<file path="src/rtl/jpeg_bitpacker.sv">
// JPEG entropy-coded segment bit packer: MSB-first code accumulation, byte output, flush padding with 1s.
// Define JPEG_BYTE_STUFF_EN to insert a 0x00 byte after every emitted 0xFF.
module jpeg_bitpacker #(
  parameter int ACC_W  = 32,
  parameter int CODE_W = 16
) (
  input  logic              clock,
  input  logic              reset_n,
  input  logic              code_valid,
  output logic              code_ready,
  input  logic [CODE_W-1:0] code_bits,
  input  logic [4:0]        code_length,
  input  logic              flush,
  output logic              byte_valid,
  input  logic              byte_ready,
  output logic [7:0]        byte_data,
  output logic              flush_done,
  output logic [31:0]       byte_count
);

  localparam int CNT_W = $clog2(ACC_W + 1);
`ifdef JPEG_BYTE_STUFF_EN
  localparam bit STUFF_EN = 1'b1;
`else
  localparam bit STUFF_EN = 1'b0;
`endif

  typedef enum logic [1:0] {RUN, FLUSH, DONE} state_t;

  state_t            state_q, state_d;
  logic [ACC_W-1:0]  acc_q, acc_d;
  logic [CNT_W-1:0]  cnt_q, cnt_d;
  logic              stuff_q, stuff_d;
  logic              byte_valid_q, byte_valid_d;
  logic [7:0]        byte_data_q, byte_data_d;
  logic [31:0]       byte_count_q, byte_count_d;

  logic [CNT_W-1:0]  len;
  logic [CODE_W-1:0] code_masked;
  logic              push, out_load, pop;
  logic [ACC_W-1:0]  acc_base;
  logic [CNT_W-1:0]  cnt_base;
  logic [7:0]        top_byte;

  assign code_ready = (state_q == RUN) && (cnt_q <= CNT_W'(ACC_W - CODE_W)) && reset_n;

  always_comb begin
    if (int'(code_length) > CODE_W) len = CNT_W'(CODE_W);
    else                            len = CNT_W'(code_length);
    code_masked = code_bits & ~({CODE_W{1'b1}} << len);
  end

  always_comb begin
    state_d      = state_q;
    stuff_d      = stuff_q;
    byte_valid_d = byte_valid_q;
    byte_data_d  = byte_data_q;
    byte_count_d = byte_count_q + 32'(byte_valid_q && byte_ready);
    flush_done   = 1'b0;
    top_byte     = acc_q[ACC_W-1 -: 8];
    push         = code_valid && code_ready;
    out_load     = !byte_valid_q || byte_ready;
    pop          = out_load && !stuff_q && (cnt_q >= CNT_W'(8));

    if (out_load) begin
      if (stuff_q) begin
        byte_valid_d = 1'b1;
        byte_data_d  = '0;
        stuff_d      = 1'b0;
      end else if (pop) begin
        byte_valid_d = 1'b1;
        byte_data_d  = top_byte;
        stuff_d      = STUFF_EN && (top_byte == 8'hFF);
      end else begin
        byte_valid_d = 1'b0;
      end
    end

    // Pop is applied first so the incoming code lands directly below the surviving bits.
    acc_base = pop ? (acc_q << 8) : acc_q;
    cnt_base = pop ? (cnt_q - CNT_W'(8)) : cnt_q;
    acc_d    = acc_base;
    cnt_d    = cnt_base;
    if (push) begin
      acc_d = acc_base | (ACC_W'(code_masked) << (CNT_W'(ACC_W) - cnt_base - len));
      cnt_d = cnt_base + len;
    end

    unique case (state_q)
      RUN: begin
        if (flush) state_d = FLUSH;
      end
      FLUSH: begin
        // Bits below cnt are always zero, so OR-ing the pad mask fills only the invalid tail.
        if ((cnt_q != '0) && (cnt_q < CNT_W'(8)) && !stuff_q) begin
          acc_d[ACC_W-1 -: 8] = top_byte | (8'hFF >> cnt_q);
          cnt_d               = CNT_W'(8);
        end
        if ((cnt_q == '0) && !stuff_q && !byte_valid_q) state_d = DONE;
      end
      DONE: begin
        flush_done = 1'b1;
        state_d    = RUN;
      end
      default: state_d = RUN;
    endcase
  end

  always_ff @(posedge clock or negedge reset_n) begin
    if (!reset_n) begin
      state_q      <= RUN;
      acc_q        <= '0;
      cnt_q        <= '0;
      stuff_q      <= 1'b0;
      byte_valid_q <= 1'b0;
      byte_data_q  <= '0;
      byte_count_q <= '0;
    end else begin
      state_q      <= state_d;
      acc_q        <= acc_d;
      cnt_q        <= cnt_d;
      stuff_q      <= stuff_d;
      byte_valid_q <= byte_valid_d;
      byte_data_q  <= byte_data_d;
      byte_count_q <= byte_count_d;
    end
  end

  assign byte_valid = byte_valid_q;
  assign byte_data  = byte_data_q;
  assign byte_count = byte_count_q;

endmodule

</file>
<file path="config.mk">
export PLATFORM = sky130hd
export DESIGN_NAME = jpeg_bitpacker
export DESIGN_NICKNAME = d
export VERILOG_FILES = /design/src/rtl/jpeg_bitpacker.sv
export SDC_FILE = /design/constraint.sdc
export NUM_CORES = 1
export LEC_CHECK = 0
export CORE_MARGIN = 1.5
export CORE_UTILIZATION = 57
export DETAILED_ROUTE_END_ITERATION = 10
export PLACE_DENSITY = 0.81
export SETUP_SLACK_MARGIN = 0.15
export SYNTH_ARGS = -nofsm -noshare
export SYNTH_HDL_FRONTEND = slang
export SYNTH_SLANG_ARGS = --single-unit
export TNS_END_PERCENT = 20
</file>
<file path="constraint.sdc">
create_clock -name clock -period 8.5 [get_ports clock]
set_clock_uncertainty 0.1 [all_clocks]
set_input_delay 0.85 -clock clock [delete_from_list [all_inputs] [get_ports clock]]
set_output_delay 0.85 -clock clock [all_outputs]
set_load 0.01 [all_outputs]
</file>
# Word level (Yosys, flattened, before mapping)
# Cells that the tools add are included.
dict set report word_totals {
  reg_bits 81
  wordCells 55
}
dict set report classes {
  addsub 5
  n_eq_ne 4
  shifts 3
  order_cmp 4
  reduce_logical 14
  n_mux 15
  n_bitwise 4
}
# cell count
set op_table {}
lappend op_table {{32-bit 2-to-1 mux} 2}
lappend op_table {{32-bit by 1-bit adder with 32-bit output} 1}
lappend op_table {{32-bit OR} 1}
lappend op_table {{16-bit by 6-bit << shifter with 32-bit output} 1}
lappend op_table {{6-bit 2-to-1 mux} 4}
lappend op_table {{8-bit 2-to-1 mux} 3}
lappend op_table {{16-bit AND} 1}
lappend op_table {{16-bit inverter} 1}
lappend op_table {{16-bit by 6-bit << shifter with 16-bit output, first input constant} 1}
lappend op_table {{8-bit OR} 1}
lappend op_table {{8-bit by 6-bit >> shifter with 8-bit output, first input constant} 1}
lappend op_table {{1-bit logical AND} 7}
lappend op_table {{6-bit by 5-bit adder with 6-bit output} 1}
lappend op_table {{6-bit by 4-bit >= comparator with 1-bit output, second input constant} 1}
lappend op_table {{6-bit by 5-bit less-or-equal comparator with 1-bit output, second input constant} 1}
lappend op_table {{6-bit zero test} 1}
lappend op_table {{6-bit by 4-bit less-than comparator with 1-bit output, second input constant} 1}
lappend op_table {{6-bit nonzero test} 1}
lappend op_table {{6-bit by 4-bit subtractor with 6-bit output, second input constant} 1}
lappend op_table {{6-bit by 5-bit subtractor with 6-bit output} 1}
lappend op_table {{6-bit subtractor, first input constant} 1}
lappend op_table {{5-bit greater-than comparator, second input constant} 1}
lappend op_table {{5-bit 2-to-1 mux} 1}
lappend op_table {{2-bit 2-to-1 mux} 2}
lappend op_table {{9 further kinds} 12}

# Longest topological paths before layout
dict set report depth {
  word_depth 11
  depth_mapped 16
  depth_no_buf 14
}

# Worst setup path after synthesis
# No wires, ideal clock.
dict set report synth_path {
  path_kind {input to register}
  start {input code_length[4]}
  end {register acc_q[0]}
  arrival_time_ns 3.961
  slack_ns 4.365
  path_stages 13
  path_cell_list {buf_2 buf_4 buf_2 inv_1 nand2_1 ha_1 fa_1 or4b_2 o2111ai_1 o211a_1 o211ai_2 or3_4 o21ai_2}
}
dict set report synth_via {
  elab_chain_cells 8
  word_cells_on_any_way 9
  cone_classes {add/sub (1); order compare (1); shift (2); mux (2); bitwise (3)}
}
# element line
set synth_rtl {}
lappend synth_rtl {{from (decl)} 12} ;# input logic [4:0] code_length,
lappend synth_rtl {{5-bit greater-than comparator} 48} ;# if (int'(code_length) > CODE_W) len = CNT_W'(CODE_W);
lappend synth_rtl {{5-bit 2-to-1 mux (*)} 48}
lappend synth_rtl {{16-bit by 6-bit << shifter with 16-bit output} 50} ;# code_masked = code_bits & ~({CODE_W{1'b1}} << len);
lappend synth_rtl {{16-bit inverter} 50}
lappend synth_rtl {{16-bit AND} 50}
lappend synth_rtl {{16-bit by 6-bit << shifter with 32-bit output (*)} 85} ;# acc_d = acc_base | (ACC_W'(code_masked) << (CNT_W'(ACC_W) - cnt_base - len));
lappend synth_rtl {{32-bit OR (*)} 85}
lappend synth_rtl {{32-bit 2-to-1 mux (*)} 84} ;# if (push) begin
lappend synth_rtl {{net acc_d[0]} 31} ;# logic [ACC_W-1:0] acc_q, acc_d;
lappend synth_rtl {{to (signal assigned)} 112} ;# acc_q <= '0;
lappend synth_rtl {{to (signal assigned)} 120} ;# acc_q <= acc_d;
lappend synth_rtl {{to (decl)} 31}
# The timed path passes the listed nets; every way through them passes the cells marked *.
# A chain may end at the register's enable or synchronous reset.

# Worst setup path after layout
dict set report layout_path {
  start {input code_length[4]}
  end {register acc_q[24]}
}
dict set report layout_via {
  elab_chain_cells 10
  word_cells_on_any_way 11
  cone_classes {add/sub (1); order compare (1); shift (2); mux (4); bitwise (3)}
}
# element line
set layout_rtl {}
lappend layout_rtl {{5-bit greater-than comparator} 48}
lappend layout_rtl {{5-bit 2-to-1 mux (*)} 48}
lappend layout_rtl {{16-bit by 6-bit << shifter with 16-bit output} 50}
lappend layout_rtl {{16-bit inverter} 50}
lappend layout_rtl {{16-bit AND} 50}
lappend layout_rtl {{16-bit by 6-bit << shifter with 32-bit output (*)} 85}
lappend layout_rtl {{32-bit OR (*)} 85}
lappend layout_rtl {{32-bit 2-to-1 mux (*)} 84}
lappend layout_rtl {{8-bit 2-to-1 mux} 95} ;# if ((cnt_q != '0) && (cnt_q < CNT_W'(8)) && !stuff_q) begin
lappend layout_rtl {{8-bit 2-to-1 mux (*)} 89} ;# unique case (state_q)
lappend layout_rtl {{net acc_d[24]} 31}
# Marks and branches as above.

==> results.yml <==
yosys:
  synth_top_flop_cell: "dfrtp_1"
  syn_inst: 661
  synthArstFlopShare_pct: 100.0
  synth_edf_count: 0
  ys_warn_count: 0
  synth_seq_cells: 81
  ys_seq_area_share_pct: 35.03
  synth_area_um2: 5787
  synthesis.nets: 707
  synthDistinctLibCells: 79
  syn_avg_cell_area_um2: 8.755
clocking:
  cts_tree: "yes"
  cts_made_buffers: 9
  cts_hold_buf: 0
  cts_setup_buffers: 0
  cts_root_buffer: "clkbuf_8"
  h-tree-depth: 3
  clk_latency_ns: 0.36
  cts_sinks: 81
  cts-resized-gates: 0
  path_clk_slew_ns: 0.09
  clockBufferDepth: 2
power_and_ir_drop:
  switching_share_pct: 51.69
  leakagePower_nw: 2.799
  powerDensity_nw_per_um2: 374.3
  p_switching_mw: 1.290
  max-vdd-ir-drop_mv: 0.1857
  p_seq_share_pct: 23.1
  clkPwrFrac_pct: 10.8
  intPower_mw: 1.205
  comb_power_share_pct: 66.1
place:
  gp_congestion: 0.9795
  place_ws_ns: 3.123
  dp_hpwl_um: 11480
  portBuffers: 68
sta:
  fmax_ghz: 0.1963
  rsz0062_at_grt: "no"
  setup-violations-final: 0
  fin_crit_ns: 5.095
  final.setup.tns_ns: 0
  tightest_slew_ns: 1.127
  relSlewSlack_pct: 22.94
  finalMaxSlewViolations: 0
  period_share_pct: 59.95
  setup_slack_ns: 3.405
  hold_viol: 0
die:
  die-area_um2: 10770
  io_pins: 69
  initial_core_util_pct: 58.93
  core.rowCount: 36
  core_area_um2: 9819
  die_x_um: 103.8
  dieHeight_um: 103.8
routing:
  via_count: 5390
  drt_first_pass_iters: 8
  drtIter0Drc: 558
  antenna_left: 0
  wl_per_cell_um: 18.52
  via_per_inst: 6.401
  wirelength_um: 15600
  drc: 1
layout:
  areaGrowthSynthToFinish_pct: 15.20
  seqCellArea_um2: 2027
  layout_commonest_cell: "nand2_1"
  antenna_cells: 0
  nets: 750
  nFillCells: 827
  drive_gt1_share_pct: 8.604
  multi_input_area_um2: 3477
  final_cell_mix: "nand2_1, dfrtp_1, clkdlybuf4s50_1"
critical_path:
  worst-endpoint-arrival_ns: 5.27
  worstSetupEndpointType: "register"
  critPathKind: "primary input to register"
  cp-start-kind: "primary input"
  worstPathMaxFanout: 26
  cp.required_ns: 8.67
min_path:
  min_path_type: "register to register"
grt:
  grt_pass1_vias: 5254
  antenna_found_initial: 0
  grtUsageTotal_pct: 29.66
  gr-total-overflow: 0
  grt_max_degree: 83
  grt_pass1_wl_um: 26160
flow_run:
  drv_cap: 0
outcome:
  outcome: "finished with violations"
  violations: "design-rule violations"
area by class of cell:
type	instances	area share, %
flip-flops and latches	81	30.41
well taps	133	2.496
repair buffers	75	10.96
clock buffers	9	1.858
clock inverters	7	0.8821
inverters	22	1.239
multi-input cells	515	52.16
critical path, stage by stage:
cell,delay (ns)
clkdlybuf4s50_1,1.06
inv_1,0.27
nand2_1,0.21
ha_1,0.34
fa_1,0.53
or4b_2,0.63
o2111ai_1,0.18
o211a_1,0.28
o21a_1,0.42
nand2_1,0.25
o211ai_1,0.24
flip-flops by register name, summed over array words and instances, names as in the netlist:
name        cells
byte_data       8
acc_q          32
byte_valid      1
state_q         2
byte_count     32
cnt_q           6
cells in the mapped netlist, drive strengths merged, types with 10 or more instances:
cell    number  share of area [%]
nor2        57                3.7
nor3        18                1.7
inv         22                1.4
nand3       30                2.6
a21oi       18                1.6
o21ai       28                2.7
buf         23                2.2
a31oi       10                1.1
nand2       85                5.5
a211oi      14                2.0
ha          17                3.7
clkbuf      20                1.3
dfrtp       81                 35
o211ai      15                2.0
nand4       13                1.4
and3        13                1.4
mux2i       18                3.1
o22ai       16                1.7
xnor2       30                4.5
per-stage QoR:
step	utilization (%)	instances	area (um2)	hold WS, ns	power (mW)
global placement	66.03	826	6484	0.3604	2.162
CTS	67.89	842	6666	0.3769	2.454
finish	67.89	842	6666	0.3824	2.495
floorplan	-	661	5787	0.3361	1.733
global route	67.89	842	6666	0.4169	2.657
detailed placement	66.03	826	6484	0.3617	2.182
kinds of logic after synthesis:
kind of cell	Yosys count	synth area share [%]
simple gates	260	21.92
compound gates	167	21.67
flops	81	35.03
buf+inv	65	4.951
xor+xnor	39	5.903
mux	28	5.643
fa+ha+maj	21	4.886
layer usage:
| layer | GRT usage, % | part of all wire, % | wire, um |
|---|---|---|---|
| met1 | 39.54 | 43 | 6756 |
| met2 | 48.71 | 47 | 7296 |
| met3 | 4.531 | 6.8 | 1053 |
| met4 | 11.81 | 3.2 | 492 |
| met5 | 0 | 0 | 0 |
worst paths after layout:
check / from / endpoint / slack [ns] / cells past startpoint
min reg2reg: byte_count[31]$_DFF_PN0_ / byte_count[31]$_DFF_PN0_ / 0.38 / 1
max: code_length[4] / acc_q[24]$_DFF_PN0_ / 3.40 / 11
min in group asynchronous: reset_n / byte_valid$_DFFE_PN0P_ / 0.54 / 1
min: byte_count[31]$_DFF_PN0_ / byte_count[31]$_DFF_PN0_ / 0.38 / 1
max in group asynchronous: reset_n / byte_data[0]$_DFFE_PN0P_ / 7.11 / 1
max reg2reg: cnt_q[4]$_DFF_PN0_ / acc_q[24]$_DFF_PN0_ / 3.80 / 14
power groups by stage:
stage | logic, mW | registers [mW] | clock network [mW]
after floorplan | 1.16 | 0.576 | 0
after global placement | 1.58 | 0.579 | 0
after detailed placement | 1.60 | 0.583 | 0
after CTS | 1.61 | 0.575 | 0.272
after global routing | 1.78 | 0.590 | 0.288
final | 1.65 | 0.576 | 0.269
Power figures use the tool's default switching activity.
